<file path="src/rtl/float_pkg.sv">
// rtl/float_pkg.sv - shared format constants, bias helper and operand class encoding
// Ports: none (package only).
package float_pkg;

    localparam int E4M3_EXP_BITS = 4;
    localparam int E4M3_MAN_BITS = 3;
    localparam int BF16_EXP_BITS = 8;
    localparam int BF16_MAN_BITS = 7;

    typedef enum logic [1:0] {
        CLS_ZERO   = 2'd0,
        CLS_NORMAL = 2'd1,
        CLS_INF    = 2'd2,
        CLS_NAN    = 2'd3
    } float_class_t;

    function automatic int bias(input int exp_bits);
        return (1 << (exp_bits - 1)) - 1;
    endfunction

endpackage

</file>
<file path="src/rtl/float_round_rne.sv">
// rtl/float_round_rne.sv - round-to-nearest-even plus overflow/underflow/special packing
// Ports: sign, cls (result class), exp (signed biased exponent, EXP_BITS+2 bits),
//        man/guard/round/sticky (normalised fraction split), y (packed word, combinational).
module float_round_rne
    import float_pkg::*;
#(
    parameter int EXP_BITS = E4M3_EXP_BITS,
    parameter int MAN_BITS = E4M3_MAN_BITS,
    parameter int HAS_INF  = 0
) (
    input  logic                        sign,
    input  float_class_t                cls,
    input  logic signed [EXP_BITS+1:0]  exp,
    input  logic [MAN_BITS-1:0]         man,
    input  logic                        guard,
    input  logic                        round,
    input  logic                        sticky,
    output logic [EXP_BITS+MAN_BITS:0]  y
);

    typedef logic signed [EXP_BITS+1:0] sexp_t;

    localparam sexp_t ONE      = sexp_t'(1);
    localparam sexp_t EXP_TOP  = sexp_t'((1 << EXP_BITS) - 1);
    localparam logic [EXP_BITS-1:0] EXP_ONES = '1;
    localparam logic [MAN_BITS-1:0] MAN_ZERO = '0;
    localparam logic [MAN_BITS-1:0] MAN_ONES = '1;
    localparam logic [MAN_BITS-1:0] MAN_QNAN = {1'b1, {(MAN_BITS-1){1'b0}}};
    localparam logic [MAN_BITS-1:0] MAN_MAXF = {{(MAN_BITS-1){1'b1}}, 1'b0};

    logic                round_up;
    logic [MAN_BITS:0]   man_sum;
    logic [MAN_BITS-1:0] man_r;
    sexp_t               exp_r;

    always_comb begin
        round_up = guard & (round | sticky | man[0]);
        man_sum  = {1'b0, man} + {{MAN_BITS{1'b0}}, round_up};
        // A carry out leaves man_sum = 1000..0, so the low bits are already zero.
        man_r    = man_sum[MAN_BITS-1:0];
        exp_r    = exp + (man_sum[MAN_BITS] ? ONE : sexp_t'(0));

        y = {sign, {EXP_BITS{1'b0}}, MAN_ZERO};
        case (cls)
            CLS_NAN: begin
                if (HAS_INF != 0) y = {1'b0, EXP_ONES, MAN_QNAN};
                else              y = {1'b0, EXP_ONES, MAN_ONES};
            end
            CLS_INF:  y = {sign, EXP_ONES, MAN_ZERO};
            CLS_ZERO: y = {sign, {EXP_BITS{1'b0}}, MAN_ZERO};
            default: begin
                if (exp_r < ONE) begin
                    y = {sign, {EXP_BITS{1'b0}}, MAN_ZERO};
                end else if (HAS_INF != 0) begin
                    if (exp_r >= EXP_TOP) y = {sign, EXP_ONES, MAN_ZERO};
                    else                  y = {sign, exp_r[EXP_BITS-1:0], man_r};
                end else begin
                    // Top exponent is finite here; only the all-ones mantissa is NaN.
                    if (exp_r > EXP_TOP || (exp_r == EXP_TOP && man_r == MAN_ONES))
                        y = {sign, EXP_ONES, MAN_MAXF};
                    else
                        y = {sign, exp_r[EXP_BITS-1:0], man_r};
                end
            end
        endcase
    end

endmodule

</file>
<file path="src/rtl/float_multiplier_pipe.sv">
// rtl/float_multiplier_pipe.sv - pipelined small-float multiplier with valid/ready handshakes
// Ports: clock, reset (async, active-high); in_valid/in_ready with operands a, b;
//        out_valid/out_ready with product y (registered).
module float_multiplier_pipe
    import float_pkg::*;
#(
    parameter int EXP_BITS = E4M3_EXP_BITS,
    parameter int MAN_BITS = E4M3_MAN_BITS,
    parameter int HAS_INF  = 0
) (
    input  logic                       clock,
    input  logic                       reset,
    input  logic                       in_valid,
    output logic                       in_ready,
    input  logic [EXP_BITS+MAN_BITS:0] a,
    input  logic [EXP_BITS+MAN_BITS:0] b,
    output logic                       out_valid,
    input  logic                       out_ready,
    output logic [EXP_BITS+MAN_BITS:0] y
);

    localparam int W  = 1 + EXP_BITS + MAN_BITS;
    localparam int EW = EXP_BITS + 2;
    localparam int PW = 2 * (MAN_BITS + 1);

    typedef logic signed [EW-1:0] sexp_t;

    localparam sexp_t BIAS = sexp_t'(bias(EXP_BITS));
    localparam sexp_t ONE  = sexp_t'(1);

    function automatic float_class_t classify(input logic [EXP_BITS-1:0] e,
                                              input logic [MAN_BITS-1:0] m);
        if (e == '0)                 return CLS_ZERO;
        else if (e != {EXP_BITS{1'b1}}) return CLS_NORMAL;
        else if (HAS_INF != 0)       return (m == '0) ? CLS_INF : CLS_NAN;
        else                         return (m == {MAN_BITS{1'b1}}) ? CLS_NAN : CLS_NORMAL;
    endfunction

    // Operand capture register; the S1 logic then works from clean flops.
    logic         op_valid;
    logic [W-1:0] op_a, op_b;

    logic         s1_valid, s1_sign;
    float_class_t s1_cls;
    sexp_t        s1_exp;
    logic [PW-1:0] s1_prod;

    logic         s2_valid, s2_sign;
    float_class_t s2_cls;
    sexp_t        s2_exp;
    logic [MAN_BITS-1:0] s2_man;
    logic         s2_guard, s2_round, s2_sticky;

    float_class_t ca, cb, cls_d;
    sexp_t        exp_d, nexp;
    logic [PW-1:0] prod_d;
    logic [PW-2:0] frac;
    logic [W-1:0]  packed_y;
    logic          advance;

    // Every stage moves together; only a held, unconsumed output freezes the pipe.
    assign in_ready = !(out_valid && !out_ready);
    assign advance  = in_ready;

    always_comb begin
        ca = classify(op_a[W-2:MAN_BITS], op_a[MAN_BITS-1:0]);
        cb = classify(op_b[W-2:MAN_BITS], op_b[MAN_BITS-1:0]);
        if (ca == CLS_NAN || cb == CLS_NAN)
            cls_d = CLS_NAN;
        else if (ca == CLS_INF || cb == CLS_INF)
            cls_d = (ca == CLS_ZERO || cb == CLS_ZERO) ? CLS_NAN : CLS_INF;
        else if (ca == CLS_ZERO || cb == CLS_ZERO)
            cls_d = CLS_ZERO;
        else
            cls_d = CLS_NORMAL;
        exp_d  = sexp_t'({2'b00, op_a[W-2:MAN_BITS]}) + sexp_t'({2'b00, op_b[W-2:MAN_BITS]}) - BIAS;
        prod_d = PW'({1'b1, op_a[MAN_BITS-1:0]}) * PW'({1'b1, op_b[MAN_BITS-1:0]});
    end

    // Product of two [1,2) values lies in [1,4): shift out the leading one.
    always_comb begin
        if (s1_prod[PW-1]) begin
            frac = s1_prod[PW-2:0];
            nexp = s1_exp + ONE;
        end else begin
            frac = {s1_prod[PW-3:0], 1'b0};
            nexp = s1_exp;
        end
    end

    always_ff @(posedge clock or posedge reset) begin
        if (reset) begin
            op_valid  <= 1'b0;
            op_a      <= '0;
            op_b      <= '0;
            s1_valid  <= 1'b0;
            s1_sign   <= 1'b0;
            s1_cls    <= CLS_ZERO;
            s1_exp    <= '0;
            s1_prod   <= '0;
            s2_valid  <= 1'b0;
            s2_sign   <= 1'b0;
            s2_cls    <= CLS_ZERO;
            s2_exp    <= '0;
            s2_man    <= '0;
            s2_guard  <= 1'b0;
            s2_round  <= 1'b0;
            s2_sticky <= 1'b0;
            out_valid <= 1'b0;
            y         <= '0;
        end else if (advance) begin
            op_valid  <= in_valid;
            op_a      <= a;
            op_b      <= b;
            s1_valid  <= op_valid;
            s1_sign   <= op_a[W-1] ^ op_b[W-1];
            s1_cls    <= cls_d;
            s1_exp    <= exp_d;
            s1_prod   <= prod_d;
            s2_valid  <= s1_valid;
            s2_sign   <= s1_sign;
            s2_cls    <= s1_cls;
            s2_exp    <= nexp;
            s2_man    <= frac[PW-2:MAN_BITS+1];
            s2_guard  <= frac[MAN_BITS];
            s2_round  <= frac[MAN_BITS-1];
            s2_sticky <= |frac[MAN_BITS-2:0];
            out_valid <= s2_valid;
            y         <= packed_y;
        end
    end

    float_round_rne #(
        .EXP_BITS (EXP_BITS),
        .MAN_BITS (MAN_BITS),
        .HAS_INF  (HAS_INF)
    ) u_round (
        .sign   (s2_sign),
        .cls    (s2_cls),
        .exp    (s2_exp),
        .man    (s2_man),
        .guard  (s2_guard),
        .round  (s2_round),
        .sticky (s2_sticky),
        .y      (packed_y)
    );

endmodule
</file>
<file path="config.mk">
export PLATFORM = sky130hd
export DESIGN_NAME = float_multiplier_pipe
export DESIGN_NICKNAME = d
export VERILOG_FILES = /design/src/rtl/float_pkg.sv /design/src/rtl/float_round_rne.sv /design/src/rtl/float_multiplier_pipe.sv
export SDC_FILE = /design/constraint.sdc
export NUM_CORES = 1
export LEC_CHECK = 0
export CORE_MARGIN = 3
export CORE_UTILIZATION = 55
export DETAILED_ROUTE_END_ITERATION = 10
export PLACE_DENSITY = 0.77
export SYNTH_ARGS = -nofsm -noshare
export SYNTH_HDL_FRONTEND = slang
export SYNTH_SLANG_ARGS = --single-unit
</file>
<file path="constraint.sdc">
create_clock -name clock -period 3.1 [get_ports clock]
set_input_delay 0.62 -clock clock [delete_from_list [all_inputs] [get_ports clock]]
set_output_delay 0.62 -clock clock [all_outputs]
set_load 0.01 [all_outputs]
</file>
### Yosys cells after proc, flatten, opt, wreduce, memory -nomap -nowiden

Index checks and enable logic that the tools add are counted.
W data, S select, Z words.

* bits of input ports: 20
* bits in registers: 60
* output and inout port bits: 10
* word-level logic and storage cells: 72

* reduce and logical (&&, ||, !) cells: 14
* multipliers: 1
* add/subtract/negate cells: 5
* magnitude comparators: 2
* equal/unequal tests: 12
* bitwise logic cells: 4
* muxes and demuxes: 16

Operator list (number)
* $pmux W8 S3: 1
* $mux W7: 3
* $mux W2: 8
* $eq A2 B2 Y1 const B: 6
* $eq A3 B3 Y1 const B: 3
* $logic_not A4 Y1: 2
* $mul A4 B4 Y8: 1
* $ne A4 B4 Y1 const B: 2
* $add A6 B2 Y6 const B: 1
* $add A6 B6 Y6: 1
* $eq A6 B5 Y1 const B: 1
* $gt A6 B5 Y1 const B: 1
* $logic_not A2 Y1: 3
* $lt A6 B2 Y1 const B: 1
* $mux W6: 1
* $sub A5 B3 Y6 const B: 1
* $add A4 B4 Y5: 1
* $add A3 B1 Y4: 1
* $logic_or A1 B1 Y1: 4
* $mux W1: 3
* $logic_and A1 B1 Y1: 2
* $logic_not A1 Y1: 2
* $or A1 B1 Y1: 2
* $reduce_or A2 Y1: 1
* 2 further kinds: 2

### Longest topological paths before layout

* depth after elaboration: 12
* gate-level depth with buffers: 11
* depth with buffers taken out: 11

### Cells and area by module

A second synthesis with hierarchy kept.

* cells, all modules: 356
* area, all modules: 3305.7 um^2

Modules (own cells, without submodules)
* float_multiplier_pipe: seq. area each 1501.4 um^2, area an instance 2971.6 um^2, cells an instance 315, instances 1
* float_round_rne: seq. area each 0.0 um^2, area an instance 334.1 um^2, cells an instance 41, instances 1

### Worst setup path after synthesis

Ideal clock, no wire load.

* path kind: reg-to-reg
* from: register op_b[2]
* to: register s1_prod[7]
* setup time: 67 ps
* stages on the path, launching flop included: 10
* arrival time: 2618 ps
* clock period less this slack: 2685 ps
* path slack: 415 ps
* data required time: 3033 ps
* buffers on the path: 0
* cell sequence: dfrtp_1 > and2_1 > fa_1 > fa_1 > ha_1 > a21o_1 > a21oi_1 > o21bai_1 > mux2i_1 > o2111a_1

* longest elaborated chain between the ends: 1

RTL lines
* start: declaration: RTL line float_multiplier_pipe.sv:41 `logic [W-1:0] op_a, op_b;`
* start signal: assignment: RTL line float_multiplier_pipe.sv:95 `op_b <= '0;`
* start signal: assignment: RTL line float_multiplier_pipe.sv:114 `op_b <= b;`
* $mul A4 B4 Y8: RTL line float_multiplier_pipe.sv:77 `prod_d = PW'({1'b1, op_a[MAN_BITS-1:0]}) * PW'({1'b1, op_b[MAN_BITS-1:0]});`
* end signal: assignment: RTL line float_multiplier_pipe.sv:119 `s1_prod <= prod_d;`
* end: declaration: RTL line float_multiplier_pipe.sv:46 `logic [PW-1:0] s1_prod;`

Every way passes these cells.
A chain may end at the register's enable or synchronous reset.

### Worst setup path in the final report

Same ends and word-level chain as after synthesis.

==> impl_metrics.env <==
export IMPL_worstSetupEndpointType="flop"
export IMPL_nets=426
export IMPL_drv_slew=0
export IMPL_cts_hold_fix_buffers=0
export IMPL_cp_startpoint="op_b[2]"
export IMPL_timing_slew_headroom_pct=51.7
export IMPL_hpwlAfterDp_mm=4.10
export IMPL_rr_endpoint="s1_prod[7]"
export IMPL_multi_input_area_um2=1700
export IMPL_rr_startpoint="op_b[2]"
export IMPL_crit_type="reg2reg"
export IMPL_drive_above_1_share_pct=8.09
export IMPL_min_path_cells=2
export IMPL_tightest_slew_ns=0.725
export IMPL_io_buffer_count=29
export IMPL_rows=27
export IMPL_min_delay_start="s2_valid"
export IMPL_synth_compound_area_share_pct=11.2
export IMPL_cts_tree="yes"
export IMPL_arrival_ns=3.12
export IMPL_numCtsBuffers=9
export IMPL_antenna_cells=0
export IMPL_synthSimpleGateAreaFrac_pct=20.5
export IMPL_first_global_vias=2394
export IMPL_vias=2456
export IMPL_core_area_um2=5680
export IMPL_worstSkewPairLatency_ns=0.34
export IMPL_cts_resized=0
export IMPL_syn_nets=400
export IMPL_grt_setup_unrepaired="false"
export IMPL_cts_sinks=60
export IMPL_ys_ff_latch=60
export IMPL_cts_root_buf="clkbuf_8"
export IMPL_required_ns=3.37
export IMPL_avgSynthCellArea_um2=9.47
export IMPL_crit_fanout=6
export IMPL_via_per_inst=5.40
export IMPL_synth_mux_area_fraction_pct=2.44
export IMPL_ant_nets=0
export IMPL_synth_ff_type="dfrtp_1"
export IMPL_min_to="s2_valid"
export IMPL_start_util_pct=58.7
export IMPL_synth_xor_xnor_area_share_pct=4.69
export IMPL_synth_top_family_by_area="simple AND/OR/NAND/NOR gates"
export IMPL_synth_edf_count=0
export IMPL_clk_pin_slew_ns=0.07
export IMPL_timing_setup_tns_ns=0
export IMPL_die_w_um=83.8
export IMPL_cts_buffer_depth=2
export IMPL_overflow=0
export IMPL_grt_pass1_wl_mm=10.9
export IMPL_register_area_um2=1500
export IMPL_grt_max_degree=66
export IMPL_synth_area_um2=3330
export IMPL_ctsHtreeMaxLevel=3
export IMPL_wl_per_cell_um=13.2
export IMPL_ir_drop_mv=0.506
export IMPL_seq_area_frac_synth_pct=45.1
export IMPL_fmax_ghz=0.351
export IMPL_hold_class="reg2reg"
export IMPL_p_leak_nw=1.81
export IMPL_synth_cells=352
export IMPL_netlist_cell_type_count=46
export IMPL_die_h_um=83.8
export IMPL_fp_dieArea_um2=7030
export IMPL_wl_mm=6.00
export IMPL_drtIter0Drc=144
export IMPL_yosysWarnings=0
export IMPL_antenna_found_initial=0
export IMPL_first_pass_iters=4
export IMPL_fin_skew_ns=0.00790
export IMPL_min_period_ns=2.85
export IMPL_dp_cells=439
export IMPL_reg2regPathDepth=9
export IMPL_drc=0
export IMPL_drv_cap=0
export IMPL_pin_count=30
export IMPL_setup_violations=0
export IMPL_crit_path_start_kind="flop"
export IMPL_min_period_over_period_pct=91.9
export IMPL_place_gp_congestion=0.827
export IMPL_synth_fa_ha_area_share_pct=11.9
export IMPL_hold_viol=0
export IMPL_fillerInstances=467
export IMPL_syn2layout_area_growth_pct=15.1
export IMPL_r2r_slack_ns=0.25
export IMPL_status="finished, final reports clean"
export IMPL_grt_use_total_pct=19.3
export IMPL_post_cts_buffers=0
export IMPL_ys_async_sr_fraction_pct=100
export IMPL_pwr_density_cell_nw_per_um2=997
export IMPL_instances_no_fill=455
area by class of cell:
cell class | instances | share of cell area, %
multi-input combinational | 261 | 44.2
sequential | 60 | 39.1
timing repair buffer | 32 | 8.15
clock buffer | 11 | 3.42
tap | 72 | 2.35
clock inverter | 5 | 1.37
inverter | 14 | 1.37
cells by family after synthesis:
| logic type | after synthesis |
|---|---|
| simple gates | 151 |
| compound gates | 57 |
| flops | 60 |
| fa+ha+maj | 28 |
| mux | 8 |
| buf+inv | 31 |
| xor+xnor | 17 |
metal layers:
metal  up-vias  GRT usage [%]  share of wire, %  wire length (um)
met1      1167           24.5                45              2680
met2        52           31.8                50              2990
met4         0           7.02               1.1                68
met5         -              0                 0                 0
met3         8           5.03               4.4               266
li1       1229              -                 -                 -
worst max-delay path, cell delays in order, from the launching register on:
cell,delay [ns]
dfrtp_1,0.44
and2_1,0.18
fa_1,0.48
fa_1,0.53
ha_1,0.32
a21o_1,0.17
a21oi_1,0.23
o21bai_1,0.11
mux2i_1,0.15
o2111a_1,0.19
layout by cell type, fill, tap and decap left out, drive strengths merged, types with 9 or more instances in the layout:
master,n
nand2,97
dfrtp,60
clkdlybuf4s50,29
o21ai,25
ha,22
nor2,15
inv,14
a21oi,13
clkbuf,11
xnor2,9
report_power, final:
| part | switching (mW) | internal, mW | total, mW | leakage, nW |
|---|---|---|---|---|
| Combinational | 0.889 | 0.826 | 1.71 | 0.996 |
| Sequential | 0.314 | 1.13 | 1.44 | 0.724 |
| Clock | 0.302 | 0.367 | 0.669 | 0.0931 |
cells in the mapped netlist, drive strengths merged (2+ instances only):
library cell / count / share of area, %
o31ai: 2 / 0.45
buf: 8 / 1.7
nor2: 15 / 1.7
a21o: 3 / 0.71
ha: 22 / 8.3
inv: 14 / 1.6
and2: 7 / 1.3
and3: 4 / 0.75
nand3: 8 / 1.5
nor3: 2 / 0.30
fa: 6 / 3.6
nand4: 6 / 1.1
a211oi: 2 / 0.75
nand2: 97 / 11
xnor2: 9 / 2.4
o2bb2ai: 2 / 0.53
xor2: 8 / 2.3
clkbuf: 9 / 1.0
dfrtp: 60 / 45
a31oi: 3 / 0.56
or3: 2 / 0.53
nand2b: 4 / 0.75
nand4b: 2 / 0.71
mux2i: 7 / 2.1
a21oi: 13 / 2.1
o21ai: 25 / 3.8
through the flow:
step                      cell area (um^2)  utilization [%]  setup slack [ns]  hold WS [ns]  power, mW
final                                 3840             67.6             0.250         0.458       3.83
after CTS                             3840             67.6             0.242         0.461       3.85
after floorplan                       3330                -             0.415         0.430       2.72
after detailed placement              3650             64.4             0.290         0.447       3.16
after global routing                  3840             67.6            0.0617         0.485       4.20
after global placement                3650             64.4             0.340         0.441       3.07
worst max path at each step:
stage / to / cells after the start
after floorplan: s1_prod[7] / 9
after global placement: s1_prod[7] / 9
after detailed placement: s1_prod[7] / 9
after CTS: s1_prod[7] / 9
after global routing: s1_prod[6] / 9
final: s1_prod[7] / 9
flip-flops by register name, summed over array words and instances (netlist names):
register   count
out_valid      1
s2_sticky      1
s1_prod        8
op_a           8
s2_exp         6
s1_exp         6
s2_cls         2
op_b           8
s2_guard       1
s2_valid       1
s2_sign        1
s1_valid       1
s1_sign        1
op_valid       1
y              8
s1_cls         2
s2_round       1
s2_man         3
Power figures use the tool's default switching activity.
